`config.mk`:
```
export PLATFORM = sky130hd
export DESIGN_NAME = bcd2bin
export DESIGN_NICKNAME = d
export VERILOG_FILES = /design/src/rtl/bcd_pkg.sv /design/src/rtl/bcd_digit_sub3.sv /design/src/rtl/bcd2bin.sv
export SDC_FILE = /design/constraint.sdc
export NUM_CORES = 1
export LEC_CHECK = 0
export CELL_PAD_IN_SITES_DETAIL_PLACEMENT = 0
export CELL_PAD_IN_SITES_GLOBAL_PLACEMENT = 1
export CORE_MARGIN = 5
export CORE_UTILIZATION = 45
export DETAILED_ROUTE_END_ITERATION = 10
export GPL_ROUTABILITY_DRIVEN = 0
export PLACE_DENSITY = 0.91
export REMOVE_ABC_BUFFERS = 1
export SETUP_SLACK_MARGIN = 0.02
export SYNTH_ARGS = -nofsm -noshare
export SYNTH_HDL_FRONTEND = slang
export SYNTH_HIERARCHICAL = 1
export SYNTH_SLANG_ARGS = --single-unit
```
`constraint.sdc`:
```
create_clock -name i_clk -period 3.8 [get_ports i_clk]
set_input_delay 1.14 -clock i_clk [delete_from_list [all_inputs] [get_ports i_clk]]
set_output_delay 1.14 -clock i_clk [all_outputs]
set_load 0.01 [all_outputs]
```
`src/rtl/bcd_pkg.sv`:
```
// rtl/bcd_pkg.sv - shared BCD constants and converter state type
package bcd_pkg;

  typedef enum logic [1:0] {
    IDLE = 2'd0,
    BUSY = 2'd1,
    DONE = 2'd2
  } bcd2bin_state_t;

  localparam int BCD_DIGIT_W   = 4;
  localparam int BCD_MAX_DIGIT = 9;

  // Reverse double-dabble: after each right shift, digits >= 8 lose 3.
  localparam int R2B_THRESH = 8;
  localparam int R2B_ADJ    = 3;

  // Forward double-dabble (binary-to-BCD): digits >= 5 gain 3 before each shift.
  localparam int B2R_THRESH = 5;
  localparam int B2R_ADJ    = 3;

endpackage

```
`src/rtl/bcd_digit_sub3.sv`:
```
// rtl/bcd_digit_sub3.sv - per-digit correction for reverse double-dabble
module bcd_digit_sub3
  import bcd_pkg::*;
(
  input  logic [3:0] din,
  output logic [3:0] dout
);

  always_comb begin
    dout = (din >= 4'(R2B_THRESH)) ? din - 4'(R2B_ADJ) : din;
  end

endmodule

```
`src/rtl/bcd2bin.sv`:
```
// rtl/bcd2bin.sv - sequential BCD-to-binary converter, one shift/correct per clock
module bcd2bin
  import bcd_pkg::*;
#(
  parameter int DIGITS = 4,
  parameter int BIN_W  = 14
) (
  input  logic                            i_clk,
  input  logic                            i_rst_n,
  input  logic [BCD_DIGIT_W*DIGITS-1:0]   i_bcd,
  input  logic                            i_valid,
  output logic                            o_ready,
  output logic [BIN_W-1:0]                o_bin,
  output logic                            o_err,
  output logic                            o_valid,
  input  logic                            i_ready
);

  localparam int BCD_W = BCD_DIGIT_W * DIGITS;
  localparam int CNT_W = $clog2(BIN_W + 1);
  localparam logic [CNT_W-1:0] LAST_ITER = CNT_W'(BIN_W - 1);

  bcd2bin_state_t state, next_state;

  logic [BCD_W-1:0] sr_bcd;
  logic [BIN_W-1:0] sr_bin;
  logic [CNT_W-1:0] cnt;

  logic [BCD_W-1:0] bcd_shift;
  logic [BCD_W-1:0] bcd_corr;
  logic [BIN_W-1:0] bin_shift;
  logic             digit_bad;
  logic             accept;

  assign accept = i_valid && (state == IDLE);

  always_comb begin
    digit_bad = 1'b0;
    for (int k = 0; k < DIGITS; k++) begin
      if (i_bcd[k*BCD_DIGIT_W +: BCD_DIGIT_W] > 4'(BCD_MAX_DIGIT)) begin
        digit_bad = 1'b1;
      end
    end
  end

  // {bcd, bin} shifts right as one register; bcd LSB falls into bin MSB.
  assign bcd_shift = sr_bcd >> 1;
  assign bin_shift = {sr_bcd[0], sr_bin[BIN_W-1:1]};

  for (genvar k = 0; k < DIGITS; k++) begin : g_digit
    bcd_digit_sub3 u_sub3 (
      .din  (bcd_shift[k*BCD_DIGIT_W +: BCD_DIGIT_W]),
      .dout (bcd_corr[k*BCD_DIGIT_W +: BCD_DIGIT_W])
    );
  end

  always_ff @(posedge i_clk or negedge i_rst_n) begin
    if (!i_rst_n) begin
      state <= IDLE;
    end else begin
      state <= next_state;
    end
  end

  always_comb begin
    next_state = state;
    case (state)
      IDLE: if (accept) next_state = digit_bad ? DONE : BUSY;
      BUSY: if (cnt == LAST_ITER) next_state = DONE;
      DONE: if (i_ready) next_state = IDLE;
      default: next_state = IDLE;
    endcase
  end

  always_comb begin
    o_ready = (state == IDLE);
    o_valid = (state == DONE);
  end

  always_ff @(posedge i_clk or negedge i_rst_n) begin
    if (!i_rst_n) begin
      sr_bcd <= '0;
      sr_bin <= '0;
      cnt    <= '0;
      o_bin  <= '0;
      o_err  <= 1'b0;
    end else begin
      case (state)
        IDLE: begin
          if (accept) begin
            if (digit_bad) begin
              o_bin <= '0;
              o_err <= 1'b1;
            end else begin
              sr_bcd <= i_bcd;
              sr_bin <= '0;
              cnt    <= '0;
              o_err  <= 1'b0;
            end
          end
        end
        BUSY: begin
          sr_bcd <= bcd_corr;
          sr_bin <= bin_shift;
          cnt    <= cnt + 1'b1;
          if (cnt == LAST_ITER) o_bin <= bin_shift;
        end
        default: ;
      endcase
    end
  end

endmodule

```
==> results of run 1 <==
==> kinds of logic (layout without fill, tap and decap cells) <==
logic type,count (synthesis),in the layout,synth area share
adder cells (fa/ha/maj),10,10,0.0518
other,1,5,0.00155
XOR/XNOR,10,10,0.0363
AND/OR/NAND/NOR,43,43,0.111
multiplexers,1,1,0.00415
flip-flops,50,50,0.518
AO/OA/AOI/OAI,65,65,0.231
buffers and inverters,19,54,0.0461
==> flip-flops by register name (all words and copies together), names as in the netlist <==
signal  count
cnt         4
o_bin      14
o_err       1
sr_bcd     16
sr_bin     13
state       2
==> power by group <==
part	internal [mW]	switching (mW)	total, mW
Clock	0.196	0.170	0.366
Sequential	0.665	0.162	0.827
Combinational	0.352	0.247	0.599
Total	1.21	0.579	1.79
==> layout make-up <==
class | instances | area share
clock buffer | 6 | 0.0250
tap | 70 | 0.0301
timing repair buffer | 36 | 0.122
sequential | 50 | 0.430
inverter | 10 | 0.0129
clock inverter | 2 | 0.0129
multi-input combinational | 134 | 0.367
==> worst max-delay path, cell delays in order (launching register included) <==
cell and delay [ns]:
dfrtp_1 0.48, nand2b_1 0.20, inv_1 0.05, clkdlybuf4s50_1 0.52
==> path summary, 6_finish.rpt <==
check | to | slack, ns | cells after the start
max | o_valid | 1.11 | 3
min in group asynchronous | o_bin[11] | 1.05 | 1
max in group asynchronous | cnt[1] | 2.08 | 1
min reg2reg | o_bin[1] | 0.51 | 1
max reg2reg | o_bin[5] | 1.90 | 3
min | o_bin[1] | 0.51 | 1
==> cells in the mapped netlist, drive strengths merged (2+ instances only) <==
cell type	number
xor2	6
a21oi	7
nand2	6
dfrtp	50
nand4	3
inv	10
nor2	2
a22o	27
nor2b	4
buf	8
nand2b	24
xnor2	4
ha	10
o21ai	12
o21a	2
o221a	16
==> cells in the final DEF, fill, tap and decap left out, types with 6 or more instances in the layout <==
| cell | n |
|---|---|
| o221a_1 | 8 |
| o221a_2 | 8 |
| a22o_1 | 27 |
| a21oi_1 | 7 |
| clkdlybuf4s50_1 | 35 |
| dfrtp_1 | 50 |
| xor2_1 | 6 |
| nand2b_1 | 24 |
| inv_1 | 10 |
| ha_1 | 10 |
==> metal layers <==
| metal | share of wire | wire [um] | track usage |
|---|---|---|---|
| met4 | 0.021 | 93 | 0.0535 |
| met2 | 0.44 | 1940 | 0.202 |
| met5 | 0 | 0 | 0 |
| met1 | 0.50 | 2220 | 0.189 |
| met3 | 0.046 | 205 | 0.0287 |
==> through the flow <==
stage	utilization	cell area (um^2)	std cells	setup slack, ns	hold slack [ns]
2_1_floorplan	-	2350	194	1.67	0.467
3_3_place_gp	0.541	2800	300	0.926	0.487
3_5_place_dp	0.541	2800	300	0.883	0.495
4_1_cts	0.562	2910	308	1.09	0.514
5_1_grt	0.562	2910	308	1.02	0.523
6_report	0.562	2910	308	1.11	0.508
==> metrics.md, run 1 <==
| Metric | Value |
|---|---|
| I/O pins | `37` |
| Worst Tran Pin Value | `between 1 and 1.5 ns` |
| Synth area leader | `dfrtp_1` |
| Max Transition Viols Final | `0` |
| Critical Path RT | `~2.7 ns` |
| Final Hold Fails | `0` |
| Clock Sinks | `50` |
| Worst-skew pair later-pin latency | `0.30 ns` |
| Max_slew headroom | `0.259` |
| Number of fillers in the final layout | `~450` |
| Routed Antenna Nets | `0` |
| Area of the multi-input gates | `0.00107 mm^2` |
| Post-route clock skew | `between 0.007 and 0.008 ns` |
| Pre-antenna DRT Iters | `4` |
| Die H | `about 83 um` |
| Synth Flop Type | `dfrtp_1` |
| Worst r2r src | `state[0]` |
| Die ar. | `roughly 0.007 mm^2` |
| CTS root buf | `clkbuf_8` |
| Nets | `roughly 270` |
| Num CTS Buffers | `5` |
| Status | `complete, no violations` |
| Total power | `between 1.5 and 2 mW` |
| Syn_area_per_cell | `approximately 12 um^2` |
| Port Buffer Count | `36` |
| Worst-path fanout max | `8` |
| Core area | `just over 0.005 mm^2` |
| Worst Path Arrival | `approximately 1.6 ns` |
| Top cell type's share of synthesized area | `0.518` |
| P_leak | `between 1 and 1.5 nW` |
| Residual DRC | `0` |
| Post-synthesis cell area | `~0.0024 mm^2` |
| HPWL after DPL | `approximately 3000 um` |
| Synth Warn # | `6` |
| Total track usage | `0.134` |
| Min-delay worst type | `reg2reg` |
| GRT Residual Overflow | `0` |
| Largest cells by area after synthesis | `dfrtp_1, a22o_1, nand2b_1, ha_1, o221a_1` |
| Global-route wire length before repair | `between 7000 and 8000 um` |
| Final Setup Violations | `0` |
| Die width | `approximately 83 um` |
| Register area share after synthesis | `0.518` |
| Critical Path End Type | `output port` |
| Tmin final | `2.69 ns` |
| Setup tns final | `0 ns` |
| RSZ-0062 raised after global routing | `no` |
| Synth async-reset ratio | `1.00` |
| Vias per cell | `5.28` |
| Post-CTS Setup Bufs | `0` |
| Vias | `1627` |
| WL/cell | `14.4 um` |
| Pin count of the biggest net entering global routing | `slightly above 50` |
| WL final | `~4500 um` |
| Vias in the first global route | `between 1500 and 2000` |
| Cells resized by post-CTS repair | `0` |
| Kind of critical path | `reg2out` |
| Peak supply drop | `between 0.0002 and 0.0003 V` |
| Synthesis-to-finish area growth | `20.5%` |
| First-iteration detailed-routing DRC count | `50` |
| EDFF count, synth | `0` |
| Register Area | `around 0.0013 mm^2` |
| Hold path startpoint | `o_bin[1]` |
| Fmax | `0.372 GHz` |
| Reg clk slew, reported paths | `0.08 ns` |
| Max cap viols | `0` |
| Syn Inst Count | `just under 200` |
| Worst Setup SP | `state[0]` |
| Max clock buf depth | `2` |
| Fin crit share | `0.708` |
| Netlist cell types | `34` |
| ANT cells | `0` |
| Fraction of layout cells with a size suffix above 1 | `0.109` |
| CTS Hold Buffers Added | `0` |
| Critical Path Start Type | `flip-flop` |
| Pwr Density | `about 620 mW/mm^2` |
| CTS H-Tree Depth | `2` |
| CTS tree | `yes` |
| Initial antenna violation count | `0` |
| Cell row count | `26` |
| Initial core utilization | `0.467` |
| #FFs+latches synth | `50` |
(Power assumes the default switching activity.)
==> run 2, diff against run 1 <==
--- a/config.mk
+++ b/config.mk
@@ -8,10 +8,10 @@
 export CELL_PAD_IN_SITES_DETAIL_PLACEMENT = 0
 export CELL_PAD_IN_SITES_GLOBAL_PLACEMENT = 1
 export CORE_MARGIN = 5
-export CORE_UTILIZATION = 45
+export CORE_UTILIZATION = 39
 export DETAILED_ROUTE_END_ITERATION = 10
 export GPL_ROUTABILITY_DRIVEN = 0
-export PLACE_DENSITY = 0.91
+export PLACE_DENSITY = 0.85
 export REMOVE_ABC_BUFFERS = 1
 export SETUP_SLACK_MARGIN = 0.02
 export SYNTH_ARGS = -nofsm -noshare
==> constraint.sdc (replaced) <==
create_clock -name i_clk -period 2.3 [get_ports i_clk]
set_input_delay 0.69 -clock i_clk [delete_from_list [all_inputs] [get_ports i_clk]]
set_output_delay 0.69 -clock i_clk [all_outputs]
set_load 0.01 [all_outputs]
==> run 2 against run 1 <==
Setup slack lost 1.0 ns; core utilization is 5.7 points lower; count of clock-buffer cells in the layout is the same; largest power group unchanged; total power grew 66%; clock power rose by 48%; first-iteration DRC count grew 38%; cell count is 4.5% higher; via count up 2.8%; highest routed layer unchanged.
==> metrics.md, run 2 (synthesized netlist as in run 1, its figures left out) <==
| Metric | Value |
|---|---|
| Status | `complete, no violations` |
| Final Setup Violations | `0` |
| Initial core utilization | `0.405` |
| Cells resized by post-CTS repair | `0` |
| Nets | `276` |
| WL/cell | `around 15 um` |
| Min-delay worst type | `in2async` |
| Die ar. | `about 0.0079 mm^2` |
| Worst-skew pair later-pin latency | `0.31 ns` |
| Routed Antenna Nets | `0` |
| Critical path buffer and inverter count | `2` |
| Global-route wire length before repair | `between 8000 and 9000 um` |
| Fraction of layout cells with a size suffix above 1 | `0.150` |
| Pre-antenna DRT Iters | `4` |
| WL final | `between 4000 and 5000 um` |
| Kind of critical path | `reg2out` |
| Critical Path End Type | `output port` |
| Number of flip-flops in the largest register | `16` |
| Pwr Density | `approximately 1000 mW/mm^2` |
| Commonest non-fill, non-tap cell in the layout | `dfrtp_1` |
| Peak supply drop | `between 0.0004 and 0.0005 V` |
| Die width | `~89 um` |
| Fmax | `approximately 0.45 GHz` |
| ANT cells | `0` |
| Residual DRC | `0` |
| Synthesis-to-finish area growth | `24.7%` |
| Vias in the first global route | `1660` |
| Critical Path RT | `approximately 1.6 ns` |
| GRT Residual Overflow | `0` |
| RSZ-0062 raised after global routing | `no` |
| Largest reg by FF count | `sr_bcd` |
| Final Hold Fails | `0` |
| Setup ws final | `0.0958 ns` |
| Initial antenna violation count | `0` |
| Max clock buf depth | `2` |
| CP max stage cell | `clkdlybuf4s50_1` |
| CTS tree | `yes` |
| P_leak | `1.33 nW` |
| Cell row count | `28` |
| Largest regs | `sr_bcd: 16 flops, o_bin: 14 flops, sr_bin: 13 flops` |
| Vias per cell | `around 5.2` |
| Fin crit share | `0.958` |
| Worst hold slack | `between 0.3 and 0.4 ns` |
| Post-CTS Setup Bufs | `0` |
| Port Buffer Count | `36` |
| Worst-path fanout max | `8` |
| Post-route clock skew | `between 0.007 and 0.008 ns` |
| CTS H-Tree Depth | `2` |
| Clock Sinks | `50` |
| Worst Path Arrival | `roughly 1.5 ns` |
| Total track usage | `0.133` |
| Die H | `88.7 um` |
| Pre-CTS setup slack | `-0.0143 ns` |
| HPWL after DPL | `3320 um` |
| CTS root buf | `clkbuf_8` |
| Num CTS Buffers | `5` |
| CTS Hold Buffers Added | `0` |
| Critical Path Start Type | `flip-flop` |
| Most frequent cells in the layout | `dfrtp_1, clkdlybuf4s50_1, a22o_1` |
| CP Cell Sequence | `nand2b_1, inv_1, clkdlybuf4s50_1` |
| Vias | `1672` |
| First-iteration detailed-routing DRC count | `69` |
| Max Transition Viols Final | `0` |
| Max cap viols | `0` |
| Tmin final | `approximately 2.2 ns` |
| Core area | `slightly below 0.006 mm^2` |
| CP max stage delay | `0.52 ns` |
| I/O pins | `37` |
| Reg clk slew, reported paths | `0.09 ns` |
| CP delay by family, top | `buffers and inverters` |
| Pin count of the biggest net entering global routing | `about 50` |
run 2: stage by stage:
step | cell area (um^2) | utilization | total power, mW | cells | setup TNS, ns
5_1_grt | 3010 | 0.505 | 3.22 | 322 | 0
2_1_floorplan | 2350 | - | 2.09 | 194 | 0
4_1_cts | 3010 | 0.505 | 3.01 | 322 | 0
3_3_place_gp | 2910 | 0.488 | 2.42 | 314 | 0
6_report | 3010 | 0.505 | 2.98 | 322 | 0
3_5_place_dp | 2910 | 0.488 | 2.46 | 314 | -0.0144
run 2: per-layer routing:
metal | up-vias | wire, um | part of all wire | track usage
met3 | 8 | 266 | 0.057 | 0.0279
met4 | 0 | 68 | 0.015 | 0.0495
met2 | 38 | 2150 | 0.46 | 0.205
li1 | 810 | - | - | -
met1 | 816 | 2200 | 0.47 | 0.184
met5 | - | 0 | 0 | 0
run 2: final cells by class:
cell class	count	area [um^2]
clock inverter	2	17.5
inverter	10	37.5
tap	75	93.8
clock buffer	6	82.6
multi-input combinational	134	1070
sequential	50	1250
timing repair buffer	45	460
fill	556	2950
run 2: report_power, final:
| part | leakage (nW) | total, mW | internal [mW] | switching [mW] |
|---|---|---|---|---|
| clock network | 0.0514 | 0.542 | 0.248 | 0.294 |
| logic | 0.643 | 1.07 | 0.644 | 0.423 |
| registers | 0.636 | 1.37 | 1.10 | 0.267 |
run 2: worst register-to-register path, delay by kind of cell (launching register included):
family | cells | cell delay [ns]
flops | 1 | 0.42
simple gates | 1 | 0.09
fa+ha+maj | 1 | 0.17
compound gates | 3 | 0.48
buf+inv | 2 | 0.24
run 2: final timing paths:
path	slack (ns)	end	startpoint	cells after the start
hold reg to reg	0.51	o_bin[0]	o_bin[0]	1
hold / removal	0.35	o_bin[12]	i_rst_n	2
setup / recovery	0.1	o_valid	state[0]	3
min in group i_clk	0.51	o_bin[0]	o_bin[0]	1
setup reg to reg	0.79	o_bin[11]	cnt[1]	7
max in group asynchronous	1.69	state[0]	i_rst_n	2
==> run 3, diff against run 2 <==
--- a/config.mk
+++ b/config.mk
@@ -14,6 +14,7 @@
 export PLACE_DENSITY = 0.85
 export REMOVE_ABC_BUFFERS = 1
 export SETUP_SLACK_MARGIN = 0.02
+export SLEW_MARGIN = 20
 export SYNTH_ARGS = -nofsm -noshare
 export SYNTH_HDL_FRONTEND = slang
 export SYNTH_HIERARCHICAL = 1
==> results of run 3 <==
No change in the layout: final DEF, timing and power equal those of run 2.
